--- src/rtl/lutram_fifo_ctrl.sv ---
// lutram_fifo_ctrl
//   Control stage wrapped around a dual-port LUTRAM. It drives the storage
//   write port and the asynchronous read address. It also registers the read
//   data into a head-of-queue output, which gives a first-word-fall-through
//   FIFO. Capacity is 2**addr_width RAM entries plus the output register.
//
//   Ports:
//     CLK, RST_N       clock (rising edge), async active-low reset
//     CLR              synchronous flush; has priority over ENQ/DEQ
//     ENQ, D_IN        enqueue request / payload; NOT_FULL = enqueue permitted
//     DEQ              dequeue request; NOT_EMPTY = D_OUT valid
//     D_OUT            registered head-of-queue data
//     RAM_ADDR_W/D_W/WE  storage write port
//     RAM_ADDR_R/D_R     storage async read port
//     LEVEL            (only with LUTRAM_FIFO_LEVEL_EN) registered occupancy,
//                      RAM entries plus the output register, 0..D+1
//
//   Optional feature macro: LUTRAM_FIFO_LEVEL_EN adds the LEVEL output.
module lutram_fifo_ctrl #(
  parameter int addr_width = 4,
  parameter int data_width = 32
) (
  input  logic                  CLK,
  input  logic                  RST_N,
  input  logic                  CLR,
  input  logic                  ENQ,
  input  logic [data_width-1:0] D_IN,
  output logic                  NOT_FULL,
  input  logic                  DEQ,
  output logic [data_width-1:0] D_OUT,
  output logic                  NOT_EMPTY,
  output logic [addr_width-1:0] RAM_ADDR_W,
  output logic [data_width-1:0] RAM_D_W,
  output logic                  RAM_WE,
  output logic [addr_width-1:0] RAM_ADDR_R,
  input  logic [data_width-1:0] RAM_D_R
`ifdef LUTRAM_FIFO_LEVEL_EN
  ,
  output logic [addr_width:0]   LEVEL
`endif
);

  localparam int D = 2**addr_width;

  logic [addr_width-1:0] wr_ptr, rd_ptr, wr_nxt, rd_nxt;
  logic [addr_width:0]   cnt, cnt_nxt;
  logic                  out_valid, ov_nxt;
  logic [data_width-1:0] out_reg, out_nxt;
  logic                  enq_ok, deq_ok, bypass, ram_rd;

  assign NOT_FULL  = cnt < (addr_width+1)'(D);
  assign NOT_EMPTY = out_valid;
  assign D_OUT     = out_reg;

  assign enq_ok = ENQ & NOT_FULL;
  assign deq_ok = DEQ & NOT_EMPTY;
  // The RAM is empty and the output register is free (or is freed this
  // cycle), so the new word goes straight to D_OUT and skips the RAM.
  assign bypass = enq_ok & (cnt == '0) & (~out_valid | deq_ok);
  assign ram_rd = deq_ok & (cnt != '0);

  assign RAM_WE     = enq_ok & ~bypass & ~CLR;
  assign RAM_ADDR_W = wr_ptr;
  assign RAM_D_W    = D_IN;
  // wr_ptr == rd_ptr only when the RAM is empty (bypass, no read) or full
  // (write blocked), so the async read never sees a same-cycle write.
  assign RAM_ADDR_R = rd_ptr;

  always_comb begin
    wr_nxt  = wr_ptr;
    rd_nxt  = rd_ptr;
    cnt_nxt = cnt;
    ov_nxt  = out_valid;
    out_nxt = out_reg;
    if (CLR) begin
      // out_reg keeps its value on a flush; only the valid flag drops.
      wr_nxt  = '0;
      rd_nxt  = '0;
      cnt_nxt = '0;
      ov_nxt  = 1'b0;
    end else begin
      if (RAM_WE) wr_nxt = wr_ptr + addr_width'(1);
      if (ram_rd) begin
        rd_nxt  = rd_ptr + addr_width'(1);
        out_nxt = RAM_D_R;
      end
      // bypass and ram_rd are mutually exclusive (cnt==0 vs cnt>0).
      if (bypass) begin
        out_nxt = D_IN;
        ov_nxt  = 1'b1;
      end else if (deq_ok && cnt == '0) begin
        ov_nxt  = 1'b0;
      end
      cnt_nxt = cnt + (addr_width+1)'(RAM_WE) - (addr_width+1)'(ram_rd);
    end
  end

  always_ff @(posedge CLK or negedge RST_N) begin
    if (!RST_N) begin
      wr_ptr    <= '0;
      rd_ptr    <= '0;
      cnt       <= '0;
      out_valid <= 1'b0;
      out_reg   <= '0;
    end else begin
      wr_ptr    <= wr_nxt;
      rd_ptr    <= rd_nxt;
      cnt       <= cnt_nxt;
      out_valid <= ov_nxt;
      out_reg   <= out_nxt;
    end
  end

`ifdef LUTRAM_FIFO_LEVEL_EN
  // Registered from next-state values, so LEVEL tracks cnt + out_valid
  // with no extra cycle of lag.
  always_ff @(posedge CLK or negedge RST_N) begin
    if (!RST_N) LEVEL <= '0;
    else        LEVEL <= cnt_nxt + (addr_width+1)'(ov_nxt);
  end
`endif

endmodule

--- config.mk ---
export PLATFORM = sky130hd
export DESIGN_NAME = lutram_fifo_ctrl
export DESIGN_NICKNAME = d
export VERILOG_FILES = /design/src/rtl/lutram_fifo_ctrl.sv
export SDC_FILE = /design/constraint.sdc
export NUM_CORES = 1
export LEC_CHECK = 0
export ABC_AREA = 1
export CORE_ASPECT_RATIO = 0.5
export CORE_UTILIZATION = 35
export CTS_CLUSTER_DIAMETER = 150
export DETAILED_ROUTE_END_ITERATION = 6
export PLACE_DENSITY_LB_ADDON = 0.12
export SLEW_MARGIN = 20
export SYNTH_ARGS = -nofsm -noshare
export SYNTH_HDL_FRONTEND = slang
export SYNTH_SLANG_ARGS = --single-unit
--- constraint.sdc ---
create_clock -name CLK -period 5.94 [get_ports CLK]
set_input_delay 1.188 -clock CLK [delete_from_list [all_inputs] [get_ports CLK]]
set_output_delay 1.188 -clock CLK [all_outputs]
set_load 0.005 [all_outputs]
==> key figures, run 1 <==
Clock tree
  • Cts bufs inserted: 5
  • CTS tree: built
  • Clock transition at path regs: about 0.06 ns
  • Clk sinks: 46
  • Worst skew pair latency: 0.29 ns
  • H-tree depth: 2
  • Post-CTS sizing: 0
  • Clock root buffer: clkbuf_16
  • Hold buffer count at cts: 0
  • Bufs on Longest Clock Path: 2
  • Post-CTS Setup Bufs: 0

Logic synthesis
  • FFs w/ async S/R, synth: 100%
  • Synth Area in Compound Gates: ~1.8%
  • XOR/XNOR Fraction of Synth Area: 1.57%
  • Mux cell area share after synthesis: 0%
  • Avg Cell Area, Syn: 7.25 um^2
  • Largest family of logic cells by synthesized area: simple AND/OR/NAND/NOR gates
  • Ys Warns: 0
  • Adder-Cell Fraction of Synth Area: 4.31%
  • Simple-gate share of the synthesized area: 35.8%
  • Mapped Area: roughly 2800 um^2
  • Seq cells post-synth: 46
  • Largest cells by area after synthesis: dfrtp_1, nand2_1, buf_4
  • Yosys top cell by area: dfrtp_1
  • Top_reg_cell synth: dfrtp_1
  • Syn Nets: around 460
  • Yosys top cell area share: 41.3%
  • EDFF count, synth: 0
  • Post-synthesis sequential area ratio: 41.3%
  • Syn Inst Count: 384
  • Synth cell types: 25

Finish
  • # fillers: 747
  • Ant. Diodes: 0
  • Layout cell share with drive strength beyond 1: a little under 4%
  • Final Cell Area: 4180 um^2
  • Commonest non-fill, non-tap cell in the layout: nand2_1
  • Most frequent cells in the layout: nand2_1, clkdlybuf4s50_1, dfrtp_1
  • Area Overhead vs Synth: 50.1%
  • Finished Layout Cells: around 600
  • Post-layout util: 55.6%
  • Fin nets: 567

Placed design
  • HPWL Detailed: 5.18 mm
  • # placed instances: 590
  • Routability cong.: about 0.76
  • Post-Place Cell Area: just over 4000 um^2
  • IO buf count: between 100 and 150

Floorplan
  • Initial core utilization: 37.1%
  • I/O pin count: 144
  • Die X: 128 um
  • # rows: 22
  • Die height: between 60 and 70 um
  • CORE AREA: 7510 um^2
  • Die area: 8340 um^2

Min path
  • Hold path cells: 2
  • Min-Delay Startpoint: D_OUT[19]$_DFFE_PN0P_
  • Endpoint, Worst Hold: D_OUT[19]$_DFFE_PN0P_
  • Hold crit path type: reg -> reg

Status
  • Status: completed

Timing
  • Final TNS setup: 0 ns
  • Pins Over Slew Limit: 0
  • Tcrit/Tclk final: 77.5%
  • RSZ-0062 raised after global routing: no
  • Post-route minimum period: 4.60 ns
  • Final setup violation count: 0
  • Worst slew margin: between 50% and 60%
  • Clk_skew: 0.00472 ns
  • Worst-margin pin slew: 0.735 ns
  • Final hold vios: 0
  • F_max: 217 MHz

Critical path
  • Worst r2r src: cnt[3]$_DFF_PN0_
  • Critical path cell sequence: clkdlybuf4s50_1, nor2_1, nor2_4, buf_4, nand2_2, buf_4, nand3_1, inv_1, clkdlybuf4s50_1
  • CP startpoint kind: input pin
  • CP delay by family, top: buffers and inverters
  • Critical path buffers and inverters: 5
  • FF-to-FF path depth: 18
  • R2R Path End: cnt[4]$_DFF_PN0_
  • Worst Path Max Fanout: 38
  • Slowest stage cell, crit path: clkdlybuf4s50_1
  • CP max stage delay: approximately 0.52 ns
  • Register-to-Register Setup Slack: approximately 3 ns
  • Crit end category: output port
  • Critical Path AT: 3.42 ns
  • Critical path class: in -> out
  • CP required: roughly 4.8 ns

Detailed routing
  • DRT iter0 DRCs: 113
  • Routed vias: between 2000 and 3000
  • Wire length per cell: 11.8 um
  • Vias per cell: 4.33
  • Drt first pass iters: 4
  • Final routed DRC violation total: 0
  • Post-DRT Antenna Nets: 0
  • Total Routed Length: between 7 and 8 mm

Global routing
  • Total Routing Usage GR: 17.8%
  • First-pass GRT wire length: 11.5 mm
  • Largest net degree at the start of global routing: 47
  • Vias in the first global route: 2380
  • Grt ovf: 0
  • Initial antenna violation count: 0

Power
  • Max VDD drop: around 0.22 mV
  • PwrDens: ~380 nW/um^2
  • Pleak: 2.08 nW

Flow run
  • Max-Cap Viols: 0
==> through the flow <==
stage	setup slack [ns]	power, mW	hold WS (ns)
after global placement	1.35	1.33	0.460
final	1.34	1.60	0.475
after CTS	1.32	1.63	0.482
after global routing	1.17	1.75	0.496
after floorplan	2.84	0.977	0.472
after detailed placement	1.33	1.34	0.465
==> cell families (layout without fill, tap and decap cells) <==
logic type / count (synthesis) / in the layout
DFF: 46 / 46
buffers and inverters: 70 / 176
and+or+nand+nor: 245 / 245
adders and majority gates: 9 / 9
xor gates and xnor gates: 5 / 5
AOI/OAI and AO/OA: 9 / 9
==> flip-flops by register name (all words and copies together), names as in the netlist <==
name / flops
NOT_EMPTY: 1
D_OUT: 32
RAM_ADDR_W: 4
cnt: 5
RAM_ADDR_R: 4
==> metal layers <==
layer	share of wire [%]	wire length, um	GRT usage (%)
met1	49	3450	23.5
met2	45	3160	29.0
met3	5.1	356	4.54
met4	0.87	61	4.71
met5	0	0	0
==> worst min-delay path, stage by stage (launching register included) <==
cell     delay, ns
dfrtp_1       0.34
nand2_1       0.05
nand2_1       0.05
==> cell type report <==
type,instances,area [um^2],area share [%]
clock buffers,7,143,3.41
clock inverters,1,5.00,0.120
inverters,21,78.8,1.89
multi-input cells,268,1210,29.0
flip-flops and latches,46,1150,27.5
well taps,108,135,3.23
repair buffers,147,1460,34.8
==> Yosys cell counts (4+ instances only) <==
library cell and number:
nand2_1 186, dfrtp_1 46, nand3_1 39, buf_4 32, inv_1 19, nor2_1 13
buf_2 8, ha_1 8, a21oi_1 5, buf_6 4, xor2_1 4
==> worst max-delay path by stage <==
| stage | from | to | depth (start not counted) |
|---|---|---|---|
| 2_1_floorplan | CLR | RAM_WE | 4 |
| 3_3_place_gp | DEQ | RAM_WE | 9 |
| 3_5_place_dp | DEQ | RAM_WE | 9 |
| 4_1_cts | DEQ | RAM_WE | 9 |
| 5_1_grt | DEQ | RAM_WE | 9 |
| 6_report | DEQ | RAM_WE | 9 |
==> power by group <==
part	switching [mW]	internal [mW]	total (mW)
combinational	0.421	0.398	0.818
clock	0.116	0.167	0.283
sequential	0.0689	0.432	0.501
No activity file was read; power rests on OpenSTA's default activity.
==> run 2, diff against run 1 <==
==> constraint.sdc (replaced) <==
create_clock -name CLK -period 4.8 [get_ports CLK]
set_input_delay 0.96 -clock CLK [delete_from_list [all_inputs] [get_ports CLK]]
set_output_delay 0.96 -clock CLK [all_outputs]
set_load 0.005 [all_outputs]
==> run 2 against run 1 <==
  * Count of clock-buffer cells in the layout up 1
  * Clock power up 35%
  * Utilization grew 0.25 points
  * Global-route usage grew 0.50 points
  * Register-to-register slack got worse by 1.2 ns
  * Non-clock buffer count unchanged
  * Final area rose by 0.45%
  * Combinational power grew 26%
  * Sequential share of layout area shrank 0.12 points
  * Worst hold slack better by 0.0024 ns
  * Sequential cell count unchanged
==> key figures, run 2 (same netlist as run 1, synthesis figures left out) <==
Power
  • PwrDens: 484 nW/um^2
  • Pleak: roughly 2.1 nW
  • Max VDD drop: 0.210 mV

Clock tree
  • Cts bufs inserted: 5
  • Bufs on Longest Clock Path: 2
  • H-tree depth: 2
  • Clock root buffer: clkbuf_16
  • Post-CTS sizing: 0
  • CTS tree: built
  • Clock transition at path regs: ~0.06 ns
  • Post-CTS Setup Bufs: 0
  • Clk sinks: 46
  • Hold buffer count at cts: 0
  • Worst skew pair latency: 0.28 ns

Global routing
  • Largest net degree at the start of global routing: 47
  • Total Routing Usage GR: 18.3%
  • Initial antenna violation count: 0
  • Grt ovf: 0
  • First-pass GRT wire length: 11.9 mm
  • Vias in the first global route: about 2400

Detailed routing
  • Final routed DRC violation total: 0
  • Drt first pass iters: 4
  • Vias per cell: 4.37
  • Post-DRT Antenna Nets: 0
  • Routed vias: 2611
  • Total Routed Length: between 7 and 8 mm
  • DRT iter0 DRCs: slightly above 80
  • Wire length per cell: between 10 and 15 um

Finish
  • Area of the multi-input gates: 1210 um^2
  • Commonest non-fill, non-tap cell in the layout: nand2_1
  • Most frequent cells in the layout: nand2_1, clkdlybuf4s50_1, dfrtp_1
  • Ant. Diodes: 0
  • Area Overhead vs Synth: 50.8%
  • # fillers: 734
  • Post-layout util: 55.9%
  • Sequential Area: 1150 um^2
  • Layout cell share with drive strength beyond 1: 4.08%
  • Final Cell Area: 4200 um^2
  • Fin nets: between 500 and 600
  • Largest register FFs: 32

Placed design
  • IO buf count: 143
  • Place WS: 1.05 ns
  • Routability cong.: 0.752
  • HPWL Detailed: 5.17 mm
  • Post-Place Cell Area: 4030 um^2

Flow run
  • Max-Cap Viols: 0

Floorplan
  • # rows: 22
  • CORE AREA: around 7500 um^2
  • Die height: 65.1 um
  • I/O pin count: between 100 and 150
  • Initial core utilization: a little under two fifths
  • Die X: 128 um
  • Die area: 8340 um^2

Min path
  • Hold path cells: 2
  • Hold crit path type: reg -> reg

Timing
  • Clk_skew: between 0.003 and 0.004 ns
  • RSZ-0062 raised after global routing: no
  • Worst slew margin: a little under half
  • PnR worst setup slack: 1.05 ns
  • Final setup violation count: 0
  • Pins Over Slew Limit: 0
  • F_max: 267 MHz
  • Final hold vios: 0
  • Post-route minimum period: about 3.8 ns
  • Final TNS setup: 0 ns
  • Worst-margin pin slew: around 0.81 ns
  • Tcrit/Tclk final: 78.1%

Critical path
  • Crit end category: output port
  • Critical path class: in -> out
  • CP startpoint kind: input pin
  • FF-to-FF path depth: 10
  • Worst Path Max Fanout: 9
  • CP required: 3.84 ns
  • Critical Path AT: 2.79 ns

Status
  • Status: completed
run 2: changes by cell type in the layout (fill, tap and decap cells not counted), sizes merged:
cell,before,now
clkinv,2,1
clkbuf,7,8
run 2: worst paths after layout:
check,start,to,slack (ns)
setup / recovery,CLR,RAM_WE,1.05
hold / removal,D_OUT[13]$_DFFE_PN0P_,D_OUT[13]$_DFFE_PN0P_,0.48
setup reg to reg,cnt[3]$_DFF_PN0_,D_OUT[9]$_DFFE_PN0P_,1.82
hold reg to reg,D_OUT[13]$_DFFE_PN0P_,D_OUT[13]$_DFFE_PN0P_,0.48
max in group asynchronous,RST_N,RAM_ADDR_W[1]$_DFFE_PN0P_,3.65
min in group asynchronous,RST_N,D_OUT[14]$_DFFE_PN0P_,0.75
run 2: where the power goes:
part / internal (mW) / total, mW / switching [mW]
registers: 0.535 / 0.619 / 0.0844
clock network: 0.236 / 0.381 / 0.145
logic: 0.492 / 1.03 / 0.538
total: 1.26 / 2.03 / 0.768
run 2: worst max-delay path: stages:
cell and delay, ns:
clkdlybuf4s50_1 0.66, clkinv_1 0.37, nand3_1 0.21, inv_1 0.12
clkdlybuf4s50_1 0.46
run 2: routing by layer:
metal / wire length [um] / up-vias / track usage [%]
met4: 29 / 0 / 2.65
met3: 326 / 4 / 4.46
met1: 3420 / 1178 / 23.0
li1: - / 1368 / -
met2: 3430 / 61 / 32.6
met5: 0 / - / 0
run 2: layout make-up:
| cell class | instances | share of cell area [%] |
|---|---|---|
| tap | 108 | 3.22 |
| multi-input combinational | 268 | 28.8 |
| clock buffer | 8 | 3.96 |
| timing repair buffer | 147 | 34.7 |
| inverter | 21 | 1.88 |
| sequential | 46 | 27.4 |
run 2: through the flow:
step | total power, mW | std cells | hold WS (ns)
finish | 2.03 | 598 | 0.478
global route | 2.21 | 598 | 0.496
CTS | 2.06 | 598 | 0.481
detailed placement | 1.67 | 590 | 0.464
global placement | 1.66 | 590 | 0.462
floorplan | 1.21 | 384 | 0.472
